==> src/rtl/fetch_queue.sv <==
// Circular FIFO of {pc, insn} pairs between fetch and decode, with redirect flush.
// Optional empty-queue bypass is enabled by defining FETCH_QUEUE_BYPASS_EN.
module fetch_queue #(
   parameter int DEPTH_LOG2 = 2
) (
   input  logic                  clk,
   input  logic                  reset,
   input  logic                  flush,
   input  logic                  in_valid,
   input  logic [31:0]           in_pc,
   input  logic [31:0]           in_insn,
   output logic                  in_ready,
   output logic                  out_valid,
   output logic [31:0]           out_pc,
   output logic [31:0]           out_insn,
   input  logic                  out_ready,
   output logic [DEPTH_LOG2:0]   count
);

   localparam int                DEPTH    = 2 ** DEPTH_LOG2;
   localparam logic [DEPTH_LOG2:0] FULL_CNT = (DEPTH_LOG2 + 1)'(DEPTH);
   localparam logic [DEPTH_LOG2-1:0] PTR_ONE = (DEPTH_LOG2)'(1);

   logic [31:0]           pc_mem_q   [DEPTH];
   logic [31:0]           insn_mem_q [DEPTH];
   logic [DEPTH_LOG2-1:0] wptr_q, wptr_d;
   logic [DEPTH_LOG2-1:0] rptr_q, rptr_d;
   logic [DEPTH_LOG2:0]   count_q, count_d;
   logic                  empty, full, store, drain;

   assign empty    = (count_q == '0);
   assign full     = (count_q == FULL_CNT);
   assign in_ready = !full && !flush;
   assign count    = count_q;
   // Only stored entries advance the read pointer; a bypassed pair never touches storage.
   assign drain    = !empty && !flush && out_ready;

`ifdef FETCH_QUEUE_BYPASS_EN
   logic bypass;
   assign bypass    = empty && in_valid && !flush;
   assign out_valid = (!empty && !flush) || bypass;
   assign out_pc    = !out_valid ? 32'h0 : (bypass ? in_pc   : pc_mem_q[rptr_q]);
   assign out_insn  = !out_valid ? 32'h0 : (bypass ? in_insn : insn_mem_q[rptr_q]);
   assign store     = in_valid && in_ready && !(bypass && out_ready);
`else
   assign out_valid = !empty && !flush;
   assign out_pc    = out_valid ? pc_mem_q[rptr_q]   : 32'h0;
   assign out_insn  = out_valid ? insn_mem_q[rptr_q] : 32'h0;
   assign store     = in_valid && in_ready;
`endif

   always_comb begin
      wptr_d  = wptr_q;
      rptr_d  = rptr_q;
      count_d = count_q;
      if (store) wptr_d = wptr_q + PTR_ONE;
      if (drain) rptr_d = rptr_q + PTR_ONE;
      case ({store, drain})
         2'b10:   count_d = count_q + 1'b1;
         2'b01:   count_d = count_q - 1'b1;
         default: count_d = count_q;
      endcase
   end

   // Reset and flush both empty the queue; storage contents are left as-is.
   always_ff @(posedge clk) begin
      if (reset || flush) begin
         wptr_q  <= '0;
         rptr_q  <= '0;
         count_q <= '0;
      end else begin
         wptr_q  <= wptr_d;
         rptr_q  <= rptr_d;
         count_q <= count_d;
      end
   end

   always_ff @(posedge clk) begin
      if (store) begin
         pc_mem_q[wptr_q]   <= in_pc;
         insn_mem_q[wptr_q] <= in_insn;
      end
   end

endmodule

==> config.mk <==
export PLATFORM = sky130hd
export DESIGN_NAME = fetch_queue
export DESIGN_NICKNAME = d
export VERILOG_FILES = /design/src/rtl/fetch_queue.sv
export SDC_FILE = /design/constraint.sdc
export NUM_CORES = 1
export LEC_CHECK = 0
export ABC_AREA = 1
export CORE_ASPECT_RATIO = 1.2
export CORE_UTILIZATION = 32
export CTS_BUF_LIST = sky130_fd_sc_hd__clkbuf_2 sky130_fd_sc_hd__clkbuf_4 sky130_fd_sc_hd__clkbuf_8
export DETAILED_ROUTE_END_ITERATION = 6
export PLACE_DENSITY = 0.63
export RECOVER_POWER = 100
export SLEW_MARGIN = 20
export SYNTH_ARGS = -nofsm -noshare
export SYNTH_HDL_FRONTEND = slang
export SYNTH_SLANG_ARGS = --single-unit
==> constraint.sdc <==
create_clock -name clk -period 11.78 [get_ports clk]
set_input_delay 1.178 -clock clk [delete_from_list [all_inputs] [get_ports clk]]
set_output_delay 1.178 -clock clk [all_outputs]
set_load 0.03 [all_outputs]
==> impl_metrics.csv, run 1 <==
group,metric,value,unit
final_layout,area_delta_synth_final,23.98,%
clock_tree,clockBufferDepth,3,
yosys,ys_ff_latch,265,
final_layout,drive_above_1_share,7.929,%
timing,fmax,143.8,MHz
critical_path,critPathTopFamily,"buffers and inverters",
timing,slew_viol_final,269,
drt,wl_per_cell,16.50,um
floorplanning,fp.dieW,166.9,um
yosys,synth-main-ff-cell,"edfxtp_1",
floorplanning,rows,72,
clock_tree,cts_sinks,265,
floorplanning,die_h,199.9,um
timing,setup_viol,0,
drt,drc_errors,0,
timing,relSlewSlack,-158.7,%
place,hpwlAfterDp,12390,um
yosys,synth_top_area_cell,"edfxtp_1",
global_route,overflow,0,
timing,fin_tns_setup,0,ns
yosys,synth_common_cells,"nor2_1, edfxtp_1, o21ai_0",
global_route,grt_pass1_vias,6556,
yosys,synth-edff-count,256,
drt,via_per_inst,4.647,
place,placed_cells,1335,
yosys,synth_fp_nets,904,
power,ir_drop,0.07016,mV
floorplanning,die-area,33370,um^2
clock_tree,clk_pin_slew_worst_paths,0.06,ns
min_path,worstHoldPathType,"reg2reg",
critical_path,crit_path_start_kind,"primary input",
drt,via_count,6585,
critical_path,slowest_stage,"clkbuf_1",
timing,period_share,59.02,%
final_layout,nets,1051,
yosys,ys_seq_area_share,75.33,%
power,powerDensity,150.6,nW/um^2
drt,wl,23380,um
critical_path,path_buf_inv,4,
status,status,"complete, but fails checks",
yosys,syn_avg_cell_area,12.60,um^2
timing,hold_viol_final,0,
critical_path,worstPathArrival,5.77,ns
timing,fin_worst_skew,0.02124,ns
clock_tree,cts.repair.resized,0,
clock_tree,clkLatencyLatePin,0.55,ns
clock_tree,numCtsBuffers,45,
floorplanning,core,32160,um^2
timing,min_period,6.952,ns
yosys,ys.warnings.count,0,
floorplanning,start_util,32.47,%
global_route,grt_pass1_wl,35710,um
clock_tree,ctsHtreeMaxLevel,2,
global_route,antenna_found_initial,3,
clock_tree,cts_tree,"done",
critical_path,crit_path_frequent_cell,"dlygate4sd3_1",
critical_path,worstPathMaxFanout,65,
critical_path,crit_chain,"dlygate4sd3_1, inv_1, nand2_2, clkbuf_1, a21oi_1, dlygate4sd3_1",
place,port_buffers,137,
timing,worst_slack,4.828,ns
power,leakage,0.004610,uW
status,violations,"capacitance limit, slew limit",
flow_run,max_cap_viol_count,7,
place,pre_cts_ws,7.177,ns
drt,final_antenna_net_count,0,
critical_path,end_kind,"primary output",
yosys,synth.top_cells.by_area,"edfxtp_1, nor2_1, o21ai_0",
clock_tree,postCtsHoldBufs,0,
place,place_congestion,0.7052,
timing,hold_slack,0.5106,ns
yosys,synth.distinct_cells,19,
yosys,synth_top_area_share,73.61,%
critical_path,critPathRequiredTime,10.60,ns
critical_path,slowest_delay,2.72,ns
clock_tree,cts-root-buf,"clkbuf_8",
yosys,synth_cells,829,
drt,first_pass_iters,6,
drt,drtIter0Drc,270,
yosys,synthArstFlopShare,0,%
critical_path,worstSetupPathType,"in2out",
clock_tree,cts_setup_buffers,0,
yosys,yosysMostFrequentCell,"nor2_1",
timing,tightest_slew,3.880,ns
timing,rsz0062_at_grt,"no",
floorplanning,io_pins,138,
global_route,grt_max_degree,85,
final_layout,final_cells,1417,
global_route,grt_usage,14.06,%
yosys,syn-cell-area,10440,um^2
-- final cells by class --
class / count / area [um^2]
multi-input combinational: 496 / 2183
timing repair buffer: 148 / 1428
tap: 407 / 509.2
sequential: 265 / 7873
clock buffer: 65 / 782.0
antenna: 1 / 2.502
fill: 2971 / 19210
clock inverter: 15 / 95.09
inverter: 20 / 76.32
-- metal layers --
metal | vias to the layer above | GRT usage, % | part of all wire [%]
li1 | 3216 | - | -
met1 | 3182 | 16.85 | 43
met2 | 144 | 24.47 | 50
met3 | 39 | 3.549 | 5.0
met4 | 4 | 5.247 | 2.0
met5 | - | 0 | 0.094
-- worst reg2reg max path: stages (launching register included) --
cell and delay, ns:
dfxtp_1 0.37, nor2_1 0.09, nand2_1 0.08, nand3_1 0.25, nor2_1 2.10, clkbuf_1 1.96
-- cells by family (layout without fill, tap and decap cells) --
| group | count (synthesis) | count (layout) | synth area share, % |
|---|---|---|---|
| xor gates and xnor gates | 1 | 1 | 0.08388 |
| DFF | 265 | 265 | 75.33 |
| AOI/OAI and AO/OA | 196 | 196 | 9.393 |
| buffers and inverters | 68 | 248 | 3.786 |
| other | 0 | 1 | 0 |
| adders and majority gates | 6 | 6 | 0.7907 |
| and+or+nand+nor | 293 | 293 | 10.61 |
-- power by group --
part | leakage (uW) | internal [uW] | switching [uW]
combinational | 0.00175 | 36.1 | 60.1
sequential | 0.00240 | 1050 | 4.55
clock | 0.000465 | 447 | 351
-- final timing paths --
| check | start | to | slack [ns] | cells after the start |
|---|---|---|---|---|
| worst max-delay path | flush | out_pc[1] | 4.83 | 6 |
| worst min register to register | count[0] | count[0] | 0.51 | 2 |
| worst min-delay path | count[0] | count[0] | 0.51 | 2 |
| worst max register to register | count[1] | insn_mem_q[2][28] | 6.38 | 5 |
-- sequential cells by signal, indices dropped and copies added, names as in the netlist, named ones only --
name	cells
insn_mem_q	128
pc_mem_q	128
count	3
rptr_q	2
wptr_q	2
-- per-stage QoR --
| step | area [um^2] | total power [uW] | util (%) |
|---|---|---|---|
| finish | 12950 | 1950 | 40.26 |
| global route | 12950 | 2025 | 40.26 |
| CTS | 13000 | 1981 | 40.41 |
| detailed placement | 12120 | 1179 | 37.68 |
| global placement | 12120 | 1177 | 37.68 |
| floorplan | 10440 | 1123 | - |
-- layout by cell type, fill, tap and decap left out, types with 4 or more instances in the layout --
master,n
dlygate4sd3_1,133
o21ai_1,10
dfxtp_1,7
clkdlybuf4s50_1,4
clkbuf_1,7
edfxtp_1,256
o21ai_0,119
inv_1,18
ha_1,5
buf_4,4
clkinv_1,9
a21oi_1,67
nand2_1,16
clkbuf_4,18
clkinv_2,4
nor2_1,271
clkbuf_8,47
(Power assumes the default switching activity.)
==> run 2: changes to the inputs <==
==> constraint.sdc (replaced) <==
create_clock -name clk -period 7 [get_ports clk]
set_input_delay 0.7 -clock clk [delete_from_list [all_inputs] [get_ports clk]]
set_output_delay 0.7 -clock clk [all_outputs]
set_load 0.03 [all_outputs]
==> run 2 against run 1 <==
Against the previous run: the run still ends with capacitance limit, slew limit left; clock power increased by 64%; design area shrank 0.28%; first-iteration DRC count is 55% higher; global-route usage grew 0.064 points; final cell count down 0.64%; sequential power up 68%; critical endpoint is now out_insn[29]; highest routed layer unchanged.
==> impl_metrics.csv, run 2 (same netlist as run 1, synthesis figures left out) <==
group,metric,value,unit
status,status,"complete, but fails checks",
status,violations,"capacitance limit, slew limit",
flow_run,max_cap_viol_count,5,
critical_path,crit_path_start_kind,"primary input",
clock_tree,cts_sinks,265,
drt,drtIter0Drc,418,
final_layout,area_delta_synth_final,23.64,%
global_route,overflow,0,
global_route,grt_pass1_vias,6569,
place,place_congestion,0.7352,
critical_path,worst-r2r-setup-slack,2.92,ns
critical_path,r2r_start,"count[1]",
timing,rsz0062_at_grt,"no",
power,power.switching,683.2,uW
global_route,grt_usage,14.13,%
final_layout,final_common_cell,"nor2_1",
clock_tree,cts-root-buf,"clkbuf_8",
final_layout,layout_common_cells,"nor2_1, edfxtp_1, dlygate4sd3_1",
min_path,min_from,"count[0]",
critical_path,startpoint,"flush",
final_layout,num-fill-cells,2995,
power,p_seq_share,54.6,%
clock_tree,cts_tree,"done",
final_layout,fin_util,40.15,%
timing,fin_tns_setup,0,ns
timing,period_share,77.89,%
timing,fin_worst_skew,0.01789,ns
power,ir_drop,0.09952,mV
min_path,worstHoldPathType,"reg2reg",
timing,min_period,5.452,ns
drt,via_per_inst,4.717,
drt,wl,23800,um
place,port_buffers,137,
critical_path,worstPathArrival,4.75,ns
final_layout,nets,1045,
power,clkPwrFrac,40.3,%
power,intPower,2567,uW
critical_path,r2r_end,"insn_mem_q[1][27]",
floorplanning,fp.dieW,166.9,um
clock_tree,postCtsHoldBufs,0,
timing,setup_viol,0,
critical_path,worstPathMaxFanout,37,
global_route,antenna_found_initial,3,
clock_tree,numCtsBuffers,41,
power,switching_share,21.02,%
clock_tree,cts_setup_buffers,0,
global_route,top_usage_layer,"met2",
place,hpwlAfterDp,13200,um
drt,via_count,6642,
global_route,grt_max_degree,99,
timing,hold_viol_final,0,
final_layout,drive_above_1_share,7.600,%
global_route,grt_pass1_wl,35580,um
global_route,grtUsageMet1,16.16,%
floorplanning,io_pins,138,
clock_tree,clockBufferDepth,3,
global_route,use_met2,25.43,%
drt,final_antenna_net_count,0,
power,leakage,0.004585,uW
power,pwr-share-comb,5.1,%
clock_tree,ctsHtreeMaxLevel,2,
critical_path,worstSetupPathType,"in2out",
drt,first_pass_iters,5,
timing,tightest_slew,2.693,ns
floorplanning,core,32160,um^2
timing,slew_viol_final,147,
timing,fmax,183.4,MHz
critical_path,critPathRequiredTime,6.30,ns
clock_tree,clkLatencyLatePin,0.55,ns
clock_tree,clk_pin_slew_worst_paths,0.07,ns
drt,wl_per_cell,16.90,um
final_layout,final_area,12910,um^2
critical_path,reg2reg_depth,5,
floorplanning,die-area,33370,um^2
min_path,worstHoldPathCells,2,
global_route,gr-usage-met3,3.450,%
floorplanning,die_h,199.9,um
drt,drc_errors,0,
place,dpl_cell_area,12110,um^2
floorplanning,rows,72,
clock_tree,cts.repair.resized,0,
power,powerDensity,251.7,nW/um^2
timing,relSlewSlack,-80.20,%
floorplanning,start_util,32.47,%
critical_path,end_kind,"primary output",
min_path,holdPathEnd,"count[0]",
run 2: final cells by class:
class	count	area [um^2]	area share [%]
tap	407	509.2	3.944
clock inverter	19	161.4	1.250
clock buffer	54	674.4	5.223
timing repair buffer	146	1435	11.11
multi-input combinational	496	2181	16.89
inverter	20	76.32	0.5911
antenna	1	2.502	0.01938
sequential	265	7873	60.97
run 2: metrics by stage:
step           total power (uW)  instances  worst slack, ns  hold WS [ns]
2_1_floorplan              1891        829            2.776        0.5094
3_3_place_gp               1985       1334            3.082        0.5011
3_5_place_dp               1988       1334            3.070        0.5192
4_1_cts                    3297       1407            2.564        0.5385
5_1_grt                    3362       1407            1.281        0.5665
6_report                   3250       1408            1.548        0.5308
run 2: worst max-delay path by stage:
| stage | to | depth (start not counted) | slack (ns) |
|---|---|---|---|
| finish | out_insn[29] | 6 | 1.55 |
| global route | out_insn[29] | 6 | 1.28 |
| CTS | out_insn[17] | 5 | 2.56 |
| detailed placement | out_insn[25] | 6 | 3.07 |
| global placement | out_insn[25] | 6 | 3.08 |
| floorplan | insn_mem_q[0][0] | 3 | 2.78 |
run 2: critical path, cell delays in order:
cell and delay [ns]:
dlygate4sd3_1 0.56, inv_1 0.11, nand2_1 0.90, clkbuf_1 1.50, a21oi_1 0.15, dlygate4sd3_1 0.80
run 2: layer usage:
| layer | routed length (um) | vias to the layer above |
|---|---|---|
| li1 | - | 3198 |
| met1 | 9993 | 3206 |
| met2 | 11840 | 180 |
| met3 | 1291 | 54 |
| met4 | 652 | 4 |
| met5 | 22 | - |
run 2: power groups by stage:
stage          Sequential (uW)  Clock (uW)  Combinational, uW
2_1_floorplan             1810           0               80.8
3_3_place_gp              1810           0                177
3_5_place_dp              1810           0                180
4_1_cts                   1770        1340                181
5_1_grt                   1780        1410                181
6_report                  1780        1310                165
